**config.mk**
```make
export PLATFORM = sky130hd
export DESIGN_NAME = time_scaler
export DESIGN_NICKNAME = d
export VERILOG_FILES = /design/src/rtl/time_scaler.sv
export SDC_FILE = /design/constraint.sdc
export NUM_CORES = 1
export LEC_CHECK = 0
export BUFFER_PORTS_ARGS = -buffer_cell sky130_fd_sc_hd__buf_4
export CELL_PAD_IN_SITES_DETAIL_PLACEMENT = 0
export CELL_PAD_IN_SITES_GLOBAL_PLACEMENT = 1
export CORE_MARGIN = 2
export CORE_UTILIZATION = 47
export CTS_BUF_LIST = sky130_fd_sc_hd__clkbuf_16
export CTS_CLUSTER_SIZE = 14
export DETAILED_ROUTE_END_ITERATION = 8
export GPL_TIMING_DRIVEN = 0
export PLACE_DENSITY_LB_ADDON = 0.12
export SLEW_MARGIN = 5
export SYNTH_ARGS = -nofsm -noshare
export SYNTH_HDL_FRONTEND = slang
export SYNTH_SLANG_ARGS = --single-unit
```
**constraint.sdc**
```tcl
create_clock -name clk -period 2.9 [get_ports clk]
set_input_delay 0.435 -clock clk [delete_from_list [all_inputs] [get_ports clk]]
set_output_delay 0.435 -clock clk [all_outputs]
set_load 0.02 [all_outputs]
```
**src/rtl/time_scaler.sv**
```systemverilog
// Game-time base: divides clk into per-speed half-period ticks and a toggling time signal.
// Define TIME_SCALER_PAUSE_EN to build the pause button logic; otherwise paused is tied low.
module time_scaler #(
  parameter int          BASE_HALF  = 25000000,
  parameter int          NUM_SPEEDS = 6,
  parameter logic [63:0] FACTORS    = 64'({8'd100, 8'd50, 8'd10, 8'd5, 8'd2, 8'd1})
) (
  input  logic       clk,
  input  logic       rst,
  input  logic       btn_up,
  input  logic       btn_down,
  input  logic       btn_pause,
  output logic       tick,
  output logic       newtime,
  output logic [2:0] velocidad,
  output logic       paused
);

  localparam int         CW   = $clog2(BASE_HALF + 1);
  localparam logic [2:0] LAST = 3'(NUM_SPEEDS - 1);

  // Per-speed terminal counts are constants; unused slots read as zero.
  logic [CW-1:0] lim_arr [8];

  generate
    for (genvar gi = 0; gi < 8; gi++) begin : g_lim
      if (gi < NUM_SPEEDS) begin : g_used
        assign lim_arr[gi] = CW'(BASE_HALF / int'(FACTORS[8*gi +: 8]));
      end else begin : g_unused
        assign lim_arr[gi] = '0;
      end
    end
  endgenerate

  logic [CW-1:0] count_q, count_d;
  logic          tick_q, tick_d;
  logic          newtime_q, newtime_d;
  logic [2:0]    vel_q, vel_d;
  logic          up_prev_q, dn_prev_q;
  logic          up_edge, dn_edge;
  logic          hold;

`ifdef TIME_SCALER_PAUSE_EN
  logic pause_prev_q;
  logic paused_q, paused_d;
  logic pause_edge;

  assign pause_edge = btn_pause & ~pause_prev_q;
  assign paused_d   = paused_q ^ pause_edge;
  assign hold       = paused_q;
  assign paused     = paused_q;

  always_ff @(posedge clk) begin
    if (rst) begin
      pause_prev_q <= 1'b0;
      paused_q     <= 1'b0;
    end else begin
      pause_prev_q <= btn_pause;
      paused_q     <= paused_d;
    end
  end
`else
  logic unused_btn_pause;

  assign unused_btn_pause = btn_pause;
  assign hold             = 1'b0;
  assign paused           = 1'b0;
`endif

  assign up_edge = btn_up & ~up_prev_q;
  assign dn_edge = btn_down & ~dn_prev_q;

  always_comb begin
    count_d   = count_q;
    tick_d    = 1'b0;
    newtime_d = newtime_q;
    vel_d     = vel_q;
    // Simultaneous up and down edges cancel and leave the counter alone.
    if (up_edge ^ dn_edge) begin
      if (up_edge) begin
        vel_d = (vel_q == LAST) ? 3'd0 : vel_q + 3'd1;
      end else begin
        vel_d = (vel_q == 3'd0) ? LAST : vel_q - 3'd1;
      end
      count_d = '0;
    end else if (hold) begin
      count_d = count_q;
    end else if (count_q == lim_arr[vel_q]) begin
      count_d   = '0;
      tick_d    = 1'b1;
      newtime_d = ~newtime_q;
    end else begin
      count_d = count_q + CW'(1);
    end
  end

  always_ff @(posedge clk) begin
    if (rst) begin
      count_q   <= '0;
      tick_q    <= 1'b0;
      newtime_q <= 1'b0;
      vel_q     <= 3'd0;
      up_prev_q <= 1'b0;
      dn_prev_q <= 1'b0;
    end else begin
      count_q   <= count_d;
      tick_q    <= tick_d;
      newtime_q <= newtime_d;
      vel_q     <= vel_d;
      up_prev_q <= btn_up;
      dn_prev_q <= btn_down;
    end
  end

  assign tick      = tick_q;
  assign newtime   = newtime_q;
  assign velocidad = vel_q;

endmodule

```
==> flow_metrics.py <==
metrics = {
    "run_status": {
        "status": "finished clean",
    },
    "grt": {
        "grt_pass1_wl_mm": 8.78,
        "gr-total-overflow": 0,
        "first_global_vias": 1768,
        "grt_max_degree": 11,
        "grt_antenna_before_repair": 0,
        "grt_use_total_pct": 21.7,
    },
    "pwr": {
        "fin_total_pwr_w": 0.00118,
        "ir_drop_mv": 0.441,
        "power_density_nw_per_um2": 480,
        "p_leak_nw": 0.838,
    },
    "die": {
        "row_count": 24,
        "die_w_um": 72.3,
        "dieHeight_um": 72.3,
        "die-area_um2": 5230,
        "start_util_pct": 49.7,
        "coreArea_um2": 4410,
        "ios": 11,
    },
    "finish": {
        "n_antenna_cell": 0,
        "final_common_cell": "dfxtp_1",
        "synthToLayoutAreaGrowth_pct": 12.1,
        "layout_common_cells": "32 x dfxtp_1, 21 x nand2_1, 21 x nor2_1",
        "drive_above_1_share_pct": 21.6,
        "num-fill-cells": 417,
        "nNetsFinal": 279,
    },
    "sta": {
        "postLayoutSetupSlackWorst_ns": 0.468,
        "setup_viol": 0,
        "grt_setup_unrepaired": "false",
        "finalHoldViolations": 0,
        "setup_tns_ns": 0,
        "fmax_ghz": 0.411,
        "fin_skew_ns": 0.00549,
        "worst_pin_slew_ns": 0.707,
        "max_slew_margin_pct": 52.8,
        "period_share_pct": 83.9,
        "period_needed_ns": 2.43,
        "drv_slew": 0,
    },
    "synthesis": {
        "syn_avg_cell_area_um2": 8.53,
        "yosysWarningCount": 0,
        "async_flop_share_pct": 0,
        "yosys-top-cells-area": "dfxtp_1 29%, nor3_2 9.1%, xnor2_1 5.6%",
        "syn-instance-count": 257,
        "synth-seq-cells": 32,
        "synth_top_area_share_pct": 29.2,
        "synth_edf_count": 0,
        "synth_nets": 264,
        "netlist_area_um2": 2190,
        "synth_flop_cell": "dfxtp_1",
        "synthDistinctLibCells": 60,
        "synth_top_area_cell": "dfxtp_1",
        "seq_area_frac_synth_pct": 29.2,
    },
    "critical_path": {
        "reg2reg_setup_slack_ns": 0.47,
        "worstPathArrival_ns": 2.57,
        "crit_path_start_kind": "register",
        "critPathKind": "reg -> reg",
        "rr_endpoint": "count_q[16]$_SDFF_PP0_",
        "r2r_cells": 9,
        "r2r-start": "count_q[0]$_SDFF_PP0_",
        "worst_setup_path_end_kind": "register",
        "cp_max_fo": 10,
        "required_ns": 3.03,
    },
    "route": {
        "vias": 1861,
        "routed_wl_mm": 5.08,
        "drtAntennaViolNets": 0,
        "dr.first_iter.drc_count": 115,
        "drt_pass1_iterations": 4,
        "drc": 0,
        "vias_per_cell": 5.73,
        "routedWlPerCell_um": 15.6,
    },
    "placed_design": {
        "gp_congestion": 0.842,
        "post-place-ws_ns": 0.314,
        "hpwl_mm": 3.65,
        "io_buffers": 8,
    },
    "worst_hold_path": {
        "hold_class": "in -> reg",
        "min_to": "up_prev_q$_SDFF_PP0_",
        "min_from": "rst",
        "min_path_cells": 2,
    },
    "clock_network": {
        "cts_max_path_buffers": 2,
        "cts_setup_buffers": 0,
        "clk_pin_slew_worst_paths_ns": 0.06,
        "cts_inserted_buffers": 5,
        "cts-resized-gates": 0,
        "clk_latency_ns": 0.28,
        "cts-root-buf": "clkbuf_16",
        "clock-sinks": 32,
        "htree_num_levels": 2,
        "hold_buffers": 0,
        "cts_tree": "done",
    },
    "flow_run": {
        "cap_violations": 0,
    },
}
==> flip-flops by register name, summed over array words and instances, names as in the netlist <==
register and cells:
count_q 25, velocidad 3, dn_prev_q 1, newtime 1, tick 1, up_prev_q 1
==> how the worst max path moves through the flow <==
stage	start	to	slack [ns]	cells after the start
6_report	count_q[0]$_SDFF_PP0_	count_q[16]$_SDFF_PP0_	0.47	9
5_1_grt	count_q[0]$_SDFF_PP0_	count_q[11]$_SDFF_PP0_	0.26	9
4_1_cts	count_q[0]$_SDFF_PP0_	count_q[16]$_SDFF_PP0_	0.42	9
3_5_place_dp	btn_down	count_q[14]$_SDFF_PP0_	0.31	8
3_3_place_gp	btn_down	count_q[16]$_SDFF_PP0_	0.35	8
2_1_floorplan	velocidad[1]$_SDFFE_PP0P_	count_q[17]$_SDFF_PP0_	0.70	9
==> synthesized netlist by cell type, types with 3 or more instances <==
cell and count:
inv_1 9, nand3_1 6, clkbuf_1 4, or4_1 3
nor3_2 20, nand4_1 5, nand2_1 21, nor2_1 21
xnor2_1 14, nor2b_1 8, and3_1 3, buf_2 5
buf_4 4, buf_6 5, a21oi_1 9, o21ai_0 8
nor3_1 13, xor2_1 11, nand2b_1 5, dfxtp_1 32
==> where the power goes <==
| part | internal (W) | switching (W) | total, W |
|---|---|---|---|
| logic | 0.0000861 | 0.000121 | 0.000207 |
| clock network | 0.000312 | 0.000198 | 0.000509 |
| registers | 0.000449 | 0.0000142 | 0.000464 |
==> per-layer routing <==
layer	part of all wire, %	wire (µm)	up-vias	GRT usage, %
li1	-	-	938	-
met5	0	0	-	0
met4	0.73	37	0	5.66
met1	51	2610	884	31.3
met3	4.0	201	4	4.17
met2	44	2220	35	33.2
==> critical path: stages, from the launching register on <==
cell and delay [ns]:
dfxtp_1 0.35, inv_1 0.09, ha_1 0.14, nor3b_1 0.30
o211ai_1 0.20, a2111oi_4 0.24, o221ai_2 0.18, nor4_4 0.48
buf_6 0.25, nor3_2 0.06
==> cell type report <==
type                    instances  area [µm²]  area share, %
multi-input cells             197        1380           56.0
flip-flops and latches         32         641           26.1
plain buffers                  19         141           5.75
clock buffers                   5         125           5.09
well taps                      52        65.1           2.65
repair buffers                  8        60.1           2.44
inverters                       9        33.8           1.37
clock inverters                 3        15.0          0.611
==> logic make-up (layout without fill, tap and decap cells) <==
family / Yosys count / after routing / synth area share, %
and+or+nand+nor: 126 / 126 / 36.8
other: 1 / 1 / 0.171
AOI/OAI and AO/OA: 40 / 40 / 13.3
adders and majority gates: 2 / 2 / 1.14
muxes: 3 / 3 / 1.43
xor gates and xnor gates: 25 / 25 / 9.98
buffers and inverters: 28 / 44 / 7.99
DFF: 32 / 32 / 29.2
==> per-stage QoR <==
step | cell area [µm²] | hold WS (ns) | instances | util [%]
2_1_floorplan | 2190 | 0.478 | 257 | -
6_report | 2460 | 0.380 | 325 | 55.7
3_5_place_dp | 2320 | 0.510 | 317 | 52.5
3_3_place_gp | 2320 | 0.512 | 317 | 52.5
5_1_grt | 2460 | 0.385 | 325 | 55.7
4_1_cts | 2460 | 0.376 | 325 | 55.7
Power figures use the tool's default switching activity.
